<file path="src/rtl/alu16_sequencer_pkg.sv">
// Shared definitions for the 16-bit ALU sequencer: op codes, ALU opcodes,
// FSM states and flag bit positions.
package alu16_sequencer_pkg;

  localparam int unsigned BYTE_W   = 8;
  localparam int unsigned WORD_W   = 16;
  localparam int unsigned FLAG_W   = 4;
  localparam int unsigned OP_W     = 2;
  localparam int unsigned ALU_OP_W = 3;

  // 16-bit operations handled by the sequencer
  typedef enum logic [OP_W-1:0] {
    OP_ADD16     = 2'b00,
    OP_ADD_SP_E8 = 2'b01,
    OP_INC16     = 2'b10,
    OP_DEC16     = 2'b11
  } op_e;

  // 8-bit ALU opcodes (instruction bits [5:3] encoding)
  localparam logic [ALU_OP_W-1:0] ALU_ADD = 3'b000;
  localparam logic [ALU_OP_W-1:0] ALU_ADC = 3'b001;
  localparam logic [ALU_OP_W-1:0] ALU_SUB = 3'b010;
  localparam logic [ALU_OP_W-1:0] ALU_SBC = 3'b011;

  // Sequencer states
  typedef enum logic [1:0] {
    ST_IDLE = 2'b00,
    ST_LOW  = 2'b01,
    ST_HIGH = 2'b10,
    ST_DONE = 2'b11
  } state_e;

  // Flag vector layout {Z,N,H,C}
  localparam int unsigned FLAG_Z = 3;
  localparam int unsigned FLAG_N = 2;
  localparam int unsigned FLAG_H = 1;
  localparam int unsigned FLAG_C = 0;

  // True for the 16-bit increment/decrement ops
  function automatic logic is_inc_dec(op_e op);
    return (op == OP_INC16) || (op == OP_DEC16);
  endfunction

endpackage

</file>
<file path="src/rtl/alu16_sequencer.sv">
// Two-pass sequencer running 16-bit adds/inc/dec through the shared 8-bit ALU.
// Optional feature macro: ALU16_INC_DEC_EN (when undefined, INC16/DEC16 pass
// i_X and i_F straight through without touching the ALU).
module alu16_sequencer
  import alu16_sequencer_pkg::*;
(
  input  logic                i_Clk,
  input  logic                i_Reset,
  input  logic                i_Start,
  input  logic [OP_W-1:0]     i_Op,
  input  logic [WORD_W-1:0]   i_X,
  input  logic [WORD_W-1:0]   i_Y,
  input  logic [FLAG_W-1:0]   i_F,
  output logic                o_Busy,
  output logic                o_Done,
  output logic [WORD_W-1:0]   o_Result,
  output logic [FLAG_W-1:0]   o_F,
  output logic [BYTE_W-1:0]   o_Alu_A,
  output logic [BYTE_W-1:0]   o_Alu_B,
  output logic [ALU_OP_W-1:0] o_Alu_Opcode,
  output logic [FLAG_W-1:0]   o_Alu_F,
  input  logic [BYTE_W-1:0]   i_Alu_Result,
  input  logic [FLAG_W-1:0]   i_Alu_F
);

`ifdef ALU16_INC_DEC_EN
  localparam logic INC_DEC_EN = 1'b1;
`else
  localparam logic INC_DEC_EN = 1'b0;
`endif

  // An op uses the ALU unless it is INC/DEC with the feature compiled out
  function automatic logic alu_used(op_e op);
    return INC_DEC_EN || !is_inc_dec(op);
  endfunction

  state_e              state_q, state_d;
  op_e                 op_q, op_next;
  logic [WORD_W-1:0]   x_q, y_q;
  logic [FLAG_W-1:0]   f_q;
  logic [BYTE_W-1:0]   lo_q;
  logic                lo_h_q, lo_c_q;
  logic                accept;
  logic                busy_d;
  logic [WORD_W-1:0]   res_new;
  logic [FLAG_W-1:0]   f_new;
  logic                unused_alu_flags;

  assign unused_alu_flags = ^{i_Alu_F[FLAG_Z], i_Alu_F[FLAG_N]};

  // State register
  always_ff @(posedge i_Clk) begin
    if (i_Reset) begin
      state_q <= ST_IDLE;
    end else begin
      state_q <= state_d;
    end
  end

  // Next state, accept decode and ALU input drive
  always_comb begin
    state_d      = state_q;
    accept       = 1'b0;
    o_Alu_A      = '0;
    o_Alu_B      = '0;
    o_Alu_Opcode = ALU_ADD;
    o_Alu_F      = '0;
    case (state_q)
      ST_IDLE: begin
        if (i_Start) begin
          accept  = 1'b1;
          state_d = ST_LOW;
        end
      end
      ST_LOW: begin
        state_d = ST_HIGH;
        if (alu_used(op_q)) begin
          o_Alu_A = x_q[7:0];
          case (op_q)
            OP_ADD16:     o_Alu_B = y_q[7:0];
            OP_ADD_SP_E8: o_Alu_B = y_q[7:0];
            default:      o_Alu_B = 8'h01;
          endcase
          o_Alu_Opcode = (op_q == OP_DEC16) ? ALU_SUB : ALU_ADD;
        end
      end
      ST_HIGH: begin
        state_d = ST_DONE;
        if (alu_used(op_q)) begin
          o_Alu_A = x_q[15:8];
          case (op_q)
            OP_ADD16:     o_Alu_B = y_q[15:8];
            OP_ADD_SP_E8: o_Alu_B = {BYTE_W{y_q[7]}};
            default:      o_Alu_B = 8'h00;
          endcase
          o_Alu_Opcode     = (op_q == OP_DEC16) ? ALU_SBC : ALU_ADC;
          o_Alu_F[FLAG_C]  = lo_c_q;
        end
      end
      ST_DONE: begin
        if (i_Start) begin
          accept  = 1'b1;
          state_d = ST_LOW;
        end else begin
          state_d = ST_IDLE;
        end
      end
      default: state_d = ST_IDLE;
    endcase
    op_next = accept ? op_e'(i_Op) : op_q;
    busy_d  = ((state_d == ST_LOW) || (state_d == ST_HIGH)) && alu_used(op_next);
  end

  // Final result and flags assembled at the end of the high pass
  always_comb begin
    f_new = '0;
    case (op_q)
      OP_ADD16: begin
        f_new[FLAG_Z] = f_q[FLAG_Z];
        f_new[FLAG_H] = i_Alu_F[FLAG_H];
        f_new[FLAG_C] = i_Alu_F[FLAG_C];
      end
      OP_ADD_SP_E8: begin
        f_new[FLAG_H] = lo_h_q;
        f_new[FLAG_C] = lo_c_q;
      end
      default: f_new = f_q;
    endcase
    res_new = alu_used(op_q) ? {i_Alu_Result, lo_q} : x_q;
  end

  // Operand latch, low-pass capture, result/flag and status registers
  always_ff @(posedge i_Clk) begin
    if (i_Reset) begin
      op_q     <= OP_ADD16;
      x_q      <= '0;
      y_q      <= '0;
      f_q      <= '0;
      lo_q     <= '0;
      lo_h_q   <= 1'b0;
      lo_c_q   <= 1'b0;
      o_Result <= '0;
      o_F      <= '0;
      o_Busy   <= 1'b0;
      o_Done   <= 1'b0;
    end else begin
      o_Busy <= busy_d;
      o_Done <= (state_d == ST_DONE);
      if (accept) begin
        op_q <= op_e'(i_Op);
        x_q  <= i_X;
        y_q  <= i_Y;
        f_q  <= i_F;
      end
      if (state_q == ST_LOW) begin
        lo_q   <= i_Alu_Result;
        lo_h_q <= i_Alu_F[FLAG_H];
        lo_c_q <= i_Alu_F[FLAG_C];
      end
      if (state_q == ST_HIGH) begin
        o_Result <= res_new;
        o_F      <= f_new;
      end
    end
  end

endmodule

</file>
<file path="config.mk">
export PLATFORM = sky130hd
export DESIGN_NAME = alu16_sequencer
export DESIGN_NICKNAME = d
export VERILOG_FILES = /design/src/rtl/alu16_sequencer_pkg.sv /design/src/rtl/alu16_sequencer.sv
export SDC_FILE = /design/constraint.sdc
export NUM_CORES = 1
export LEC_CHECK = 0
export CORE_UTILIZATION = 36
export DETAILED_ROUTE_END_ITERATION = 10
export GPL_ROUTABILITY_DRIVEN = 0
export RECOVER_POWER = 25
export SYNTH_ARGS = -nofsm -noshare
export SYNTH_HDL_FRONTEND = slang
export SYNTH_SLANG_ARGS = --single-unit
</file>
<file path="constraint.sdc">
create_clock -name i_Clk -period 2.35 [get_ports i_Clk]
set_input_delay 0.47 -clock i_Clk [delete_from_list [all_inputs] [get_ports i_Clk]]
set_output_delay 0.47 -clock i_Clk [all_outputs]
set_load 0.02 [all_outputs]
</file>
* After elaboration in Yosys (flattened, before gate mapping)
Index checks and enable logic that the tools add are counted.
** Storage, ports and cells
- Register bits :: 72
- Input port bits :: 53
- Word-level logic and storage cells :: 57
** Operators by class
- Reductions and logical operators :: 9
- Mux-type cells :: 25
- Equal/unequal tests :: 11
** Operators with widths (number)
- one-hot mux 8 bit (2 select lines) :: 3
- 2-to-1 mux 8 bit :: 5
- equality test 2 bit, second input constant :: 8
- 2-to-1 mux 16 bit :: 1
- 2-to-1 mux 2 bit :: 6
- one-hot mux 2 bit (2 select lines) :: 2
- one-hot mux 2 bit (4 select lines) :: 1
- 2-to-1 mux 1 bit :: 7
- equality test 2 x 1 -> 1 bit, second input constant :: 3
- zero test 2 bit :: 2
- OR reduction 2 bit :: 2
- logical OR 1 bit :: 3
- logical AND 1 bit :: 1
- zero test 1 bit :: 1

* Longest topological paths before layout
Gate-level depths: netlist of the first run.
- Depth in word-level cells :: 8
- Mapped depth :: 8
- Gate-level depth less buffers :: 5

* Least setup slack after synthesis of the first run
OpenSTA, ideal clock, no wires.
- Kind :: reg-to-output
- From :: reg state_q[0]
- To :: out o_Alu_B[6]
- Setup slack :: 318 ps
- Arrival :: 1562 ps
- Stages on the path, launching flop included :: 6
- Path buffers :: 2
- Cell sequence :: dfxtp_1 -> inv_1 -> ha_1 -> clkbuf_1 -> clkbuf_1 -> a21boi_1
** Between the ends
- Cells in the longest elaborated chain, start to end :: 2
- Elaborated cells between the ends (all ways) :: 3
- Classes of those cells :: eq/ne: 2; mux: 1
** Ends and longest elaborated chain
- start, declared :: line alu16_sequencer.sv:37 : state_e state_q, state_d;
- start signal, assigned :: line alu16_sequencer.sv:56 : state_q <= state_d;
- equality test 2 bit / equality test 2 x 1 -> 1 bit (equally long branches) :: line alu16_sequencer.sv:68 : case (state_q)
- one-hot mux 8 bit (2 select lines) (*) :: line alu16_sequencer.sv:68
- end, declared :: line alu16_sequencer.sv:19 : output logic [BYTE_W-1:0] o_Alu_B,
Mark *: on every way between the ends. The rest lies on a longest branch, timed or not.

* Worst setup path after layout of the first run
- From :: reg state_q[0]
- To :: out o_Alu_A[1]
** Between the ends
- Cells in the longest elaborated chain, start to end :: 2
- Elaborated cells between the ends (all ways) :: 3
- Classes of those cells :: eq/ne: 2; mux: 1
** Ends and longest elaborated chain
- equality test 2 bit / equality test 2 x 1 -> 1 bit (equally long branches) :: line alu16_sequencer.sv:68
- one-hot mux 8 bit (2 select lines) (*) :: line alu16_sequencer.sv:68
- end, declared :: line alu16_sequencer.sv:18 : output logic [BYTE_W-1:0] o_Alu_A,
Marked as above.

==> results by group, run 1 <==
Run status
  – Outcome: finished, violations left
  – Failing checks: DRC

Setup path
  – Required @ worst endpoint: around 1900 ps
  – CP Launch Type: flip-flop
  – Crit path largest cell delay: 340 ps
  – Crit path max-delay cell type: dfxtp_2
  – Reg2reg setup slack: 420 ps
  – Crit Path Max Fanout: 5
  – Crit path DAT: roughly 1800 ps
  – Top cell by count, worst path: buf_4
  – Worst r2r src: state_q[0]
  – Critical-path cell list: inv_2, ha_4, nor2b_4, buf_6, buf_4, a22oi_1, nor2b_1, buf_4
  – CP Class: reg -> out
  – CP endpoint kind: primary output
  – Worst r2r dst: o_Busy
  – Worst r2r path cells: 7

Placement
  – DP Area: roughly 4300 sq um
  – DP HPWL: between 5 and 6 mm
  – Port Buf Inserts: 90

Final layout
  – ANT cells: 0
  – Most frequent cells in the layout: nand2_1, clkdlybuf4s50_1, dfxtp_1
  – Final instance area: 4450 sq um
  – Area Overhead vs Synth: 32.9%
  – Commonest non-fill, non-tap cell in the layout: nand2_1
  – # fillers: 889
  – Share of cells above drive strength 1: between 10% and 20%
  – Layout Nets: 534

STA
  – RSZ-0062 raised after global routing: false
  – Layout Skew: between 10 and 15 ps
  – Actual slew at the worst max-slew pin: 1400 ps
  – Final hold violations: 0
  – Final min period: around 2200 ps
  – Crit share post-route: 94.8%
  – F_max: about 450 MHz
  – Rel. slew slack: 6.37%
  – Slew Limit Fails: 0
  – Worst hold slack: around 450 ps
  – Final setup violation count: 0

Die
  – # rows: 34
  – IO Pins: 98
  – Die ar.: 9690 sq um
  – Die X: 98.4 um
  – Core ar.: 8850 sq um
  – Die H: ~98 um
  – Initial Util: a little under two fifths

Route
  – Wire per inst: 13.8 um
  – DR vias: about 2800
  – DR pass1 iterations: 7
  – Post-route ant nets: 0
  – Drt first-iter violations: 53
  – Residual DRC: 4
  – WL final: between 8 and 9 mm
  – Via/cell ratio: 4.78

Synthesis
  – Sequential share of the synthesized area: 43.0%
  – Post-synthesis cell count: approximately 380
  – Syn avg cell area: 8.76 sq um
  – Post-synth cell types: 33
  – Flops & latches, synth: 72
  – Warning count from the yosys run: 0
  – Post-Syn Area: 3350 sq um

Clock tree
  – CTS root buf: clkbuf_8
  – Hold buffers post-CTS: 0
  – CTS tree: yes
  – Clock sinks: 72
  – Clock Latency Late Sink: 350 ps
  – H-tree depth: 3
  – Num CTS Buffers: 9
  – Clock transition at path regs: 70 ps
  – Maximum clock insertion buffer count: 2

Global route
  – Total GRT Usage: 17.6%
  – GRT overflow: 0
  – Pin count of the biggest net entering global routing: 42
  – Initial antenna violation count: 0
  – First-pass GRT wire length: 13.4 mm
  – Vias in the first global route: 2709

Power and ir drop
  – Leak: about 1.6 nW
  – Worst VDD drop: 386 uV
  – PwrDens: 1130 nW/um^2

Hold path
  – Worst hold path class: reg -> reg
  – Min-delay src: y_q[10]
  – Min-Delay Path Depth: 2
  – Min-Delay Endpoint: y_q[10]

Flow run
  – Number of max-cap violations: 0
[worst max-delay path by stage]
stage,from,to,slack (ps),depth (start not counted)
final,state_q[0],o_Alu_A[1],120,8
after CTS,state_q[0],o_Alu_B[1],0.3,7
after detailed placement,state_q[0],o_Alu_A[5],-7,7
after floorplan,state_q[0],o_Alu_B[6],320,5
after global routing,state_q[0],o_Alu_A[0],9,8
after global placement,state_q[0],o_Alu_A[5],20,7
[Yosys cell counts, drive strengths merged]
cell / number / share of area (%)
a211oi: 17 / 4.1
a21boi: 7 / 1.6
a21oi: 43 / 7.5
a22oi: 8 / 1.8
and2: 2 / 0.37
and2b: 1 / 0.22
buf: 32 / 7.0
clkbuf: 5 / 0.56
conb: 1 / 0.11
dfxtp: 72 / 43
ha: 5 / 1.9
inv: 3 / 0.34
mux2: 2 / 0.67
mux2i: 27 / 8.1
nand2: 85 / 10
nand2b: 8 / 1.5
nand3: 1 / 0.15
nor2: 27 / 3.0
nor2b: 20 / 4.2
nor3: 1 / 0.15
nor3b: 2 / 0.45
o211ai: 3 / 0.67
o21ai: 9 / 2.1
o31ai: 1 / 0.22
[state kept, by name, summed over array words and instances, names as in the netlist, named ones only]
signal	count
o_Result	16
f_q	4
lo_h_q	1
lo_c_q	1
state_q	2
op_q	1
o_F	4
o_Busy	1
x_q	16
lo_q	8
o_Done	1
y_q	16
[routing by layer]
metal | global-route usage (%) | share of wire [%] | vias to the layer above
met2 | 27.4 | 45 | 58
li1 | - | - | 1455
met4 | 7.58 | 1.6 | 0
met5 | 0 | 0 | -
met1 | 24.2 | 50 | 1291
met3 | 2.84 | 3.5 | 11
[metrics by stage]
stage          total power [mW]  worst slack, ps  util [%]  std cells  TNS, ps
6_report                   5.04              122      50.3        589        0
3_3_place_gp               4.16             21.2      49.0        569        0
5_1_grt                    5.39             8.98      50.3        589        0
2_1_floorplan              3.40              318         -        386        0
3_5_place_dp               4.20            -6.72      49.0        569    -6.72
4_1_cts                    5.06            0.335      50.5        586        0
[power by group]
group	switching (mW)	internal, mW
logic	1.29	1.10
registers	0.214	1.57
clock network	0.460	0.408
[worst max-delay path: cells and delay by family (launching register included)]
family	cells	cell delay [ps]
buffers and inverters	4	480
AND/OR/NAND/NOR	2	400
AO/OA/AOI/OAI	1	70
flip-flops	1	340
adder cells (fa/ha/maj)	1	140
[area by class of cell]
class / instances / area [sq um] / area share, %
inverter: 3 / 11.3 / 0.253
timing repair buffer: 116 / 1020 / 22.9
clock inverter: 5 / 32.5 / 0.731
sequential: 72 / 1440 / 32.4
tap: 108 / 135 / 3.04
clock buffer: 11 / 141 / 3.18
multi-input combinational: 274 / 1670 / 37.4
[cells by family (layout without fill, tap and decap cells)]
group                      after synthesis  in the layout  share of synthesized area, %
adders and majority gates                5              5                          1.87
AOI/OAI and AO/OA                       88             88                          18.0
muxes                                   29             29                          8.74
and+or+nand+nor                        147            147                          20.3
DFF                                     72             72                          43.0
buffers and inverters                   40            135                          7.85
other                                    1              5                         0.112
[timing repair]
action | in CTS | in global routing
buffers inserted | 1 | 3
resized for setup | 59 | 13
endpoints found under the setup margin | 18 | 16
pin swaps | 0 | 0
gates cloned | 0 | 0
No activity file was read; power rests on OpenSTA's default activity.
==> run 2, diff against run 1 <==
--- a/config.mk
+++ b/config.mk
@@ -5,9 +5,10 @@
 export SDC_FILE = /design/constraint.sdc
 export NUM_CORES = 1
 export LEC_CHECK = 0
-export CORE_UTILIZATION = 36
+export CORE_UTILIZATION = 47
 export DETAILED_ROUTE_END_ITERATION = 10
 export GPL_ROUTABILITY_DRIVEN = 0
+export PLACE_DENSITY = 0.79
 export RECOVER_POWER = 25
 export SYNTH_ARGS = -nofsm -noshare
 export SYNTH_HDL_FRONTEND = slang
==> results by group, run 2 (synthesis results as in run 1) <==
Power and ir drop
  – Sw Ratio: approximately 37%
  – PwrDens: 1190 nW/um^2
  – Combinational Power Share: 45.2%
  – Power share of the clock group: 21.6%
  – NetSw: 1.98 mW
  – Cell Int Power: 3.38 mW
  – Worst VDD drop: 508 uV
  – Sequential cell fraction of total power: 33.3%
  – Leak: 1.64 nW

Clock tree
  – Hold buffers post-CTS: 0
  – CTS tree: yes
  – CTS root buf: clkbuf_8
  – H-tree depth: 3
  – Clock transition at path regs: approximately 70 ps
  – Maximum clock insertion buffer count: 2
  – Clock sinks: 72
  – Post-CTS Setup Repair Bufs: 0
  – Num CTS Buffers: 9
  – Clock Latency Late Sink: around 350 ps

Die
  – IO Pins: 98
  – Core ar.: 6830 sq um
  – Die X: 86.4 um
  – Die H: 86.4 um
  – Initial Util: 49.0%
  – Die ar.: ~7500 sq um
  – # rows: 30

Final layout
  – Commonest non-fill, non-tap cell in the layout: nand2_1
  – Most frequent cells in the layout: nand2_1, clkdlybuf4s50_1, dfxtp_1
  – Layout Cells excl Fill: 570
  – Share of cells above drive strength 1: 18.1%
  – Top flop regs: o_Result: 16 flops, x_q: 16 flops, y_q: 16 flops
  – Area Overhead vs Synth: 34.5%
  – # fillers: 581
  – ANT cells: 0
  – Layout Nets: 527

STA
  – Setup WS post-layout: ~52 ps
  – Final min period: 2300 ps
  – Final hold violations: 0
  – Actual slew at the worst max-slew pin: 592 ps
  – Slew Limit Fails: 0
  – Final setup violation count: 0
  – Rel. slew slack: 60.5%
  – F_max: 435 MHz
  – Crit share post-route: 97.8%
  – Worst hold slack: 451 ps
  – Layout Skew: 8.59 ps

Placement
  – Pre-CTS setup slack: -14.3 ps
  – DP HPWL: 5.81 mm
  – Port Buf Inserts: 90
  – Dpl cells: ~550

Setup path
  – CP Launch Type: flip-flop
  – Crit Path Max Fanout: 8
  – CP endpoint kind: primary output
  – Worst r2r dst: op_q[1]
  – Worst r2r src: state_q[0]
  – CP Class: reg -> out
  – Worst r2r path cells: 8
  – Required @ worst endpoint: 1880 ps
  – Reg2reg setup slack: approximately 280 ps
  – Crit path DAT: 1830 ps

Route
  – Post-route ant nets: 0
  – Wire per inst: 14.2 um
  – Drt first-iter violations: 135
  – WL final: 8.12 mm
  – Residual DRC: 0
  – DR vias: 2872
  – Via/cell ratio: 5.04
  – DR pass1 iterations: 4

Global route
  – Total GRT Usage: 23.6%
  – GRT overflow: 0
  – Pin count of the biggest net entering global routing: 42
  – First-pass GRT wire length: 13.4 mm
  – Vias in the first global route: 2797
  – Initial antenna violation count: 0

Run status
  – Outcome: finished clean

Hold path
  – Worst hold path class: reg -> reg
  – Min-Delay Endpoint: y_q[9]
  – Min-Delay Path Depth: 2
  – Min-delay src: y_q[9]

Flow run
  – Number of max-cap violations: 0
## run 2: routing by layer
layer	GRT usage [%]	part of all wire (%)	vias up
met5	0	0	-
met4	11.4	1.8	0
met3	3.43	4.0	13
met2	38.7	50	81
met1	30.6	44	1331
li1	-	-	1447
## run 2: timing repair
action | in CTS | in global routing
resized for setup | 50 | 17
hold endpoints to repair | 0 | 0
setup endpoints to repair | 18 | 14
## run 2: worst max path at each step
stage / from / end / cells after the start
after floorplan: state_q[0] / o_Alu_B[6] / 5
after global placement: state_q[0] / o_Alu_A[4] / 7
after detailed placement: state_q[0] / o_Alu_A[4] / 5
after CTS: state_q[0] / o_Alu_A[5] / 7
after global routing: state_q[0] / o_Alu_B[4] / 7
final: state_q[0] / o_Alu_B[4] / 7
## run 2: area by class of cell
cell class	count	area, sq um	area share, %
Inverter	3	11.3	0.250
Sequential cell	72	1440	32.1
Timing Repair Buffer	109	1020	22.7
Multi-Input combinational cell	274	1670	37.1
Tap cell	96	120	2.67
Clock inverter	6	108	2.39
Clock buffer	10	128	2.83
## run 2: critical path, stage by stage, from the launching register on
cell and delay, ps:
dfxtp_2 340, inv_1 120, ha_2 210, nor2b_4 180, buf_6 160, o21ai_2 60, a21boi_1 150, clkdlybuf4s15_2 280
## run 2: through the flow
| step | utilization [%] | setup TNS [ps] | cell area, sq um | total power, mW |
|---|---|---|---|---|
| after global placement | 63.2 | 0 | 4320 | 4.16 |
| final | 65.9 | 0 | 4500 | 5.36 |
| after CTS | 66.7 | -100 | 4560 | 5.39 |
| after global routing | 65.9 | -10.4 | 4500 | 5.70 |
| after floorplan | - | 0 | 3360 | 3.40 |
| after detailed placement | 63.2 | -14.3 | 4320 | 4.24 |
## run 2: power groups by stage
| stage | clock [mW] | combinational [mW] | sequential, mW |
|---|---|---|---|
| 4_1_cts | 1.17 | 2.44 | 1.78 |
| 2_1_floorplan | 0 | 1.50 | 1.90 |
| 5_1_grt | 1.24 | 2.64 | 1.82 |
| 3_5_place_dp | 0 | 2.44 | 1.80 |
| 3_3_place_gp | 0 | 2.38 | 1.78 |
| 6_report | 1.16 | 2.42 | 1.78 |
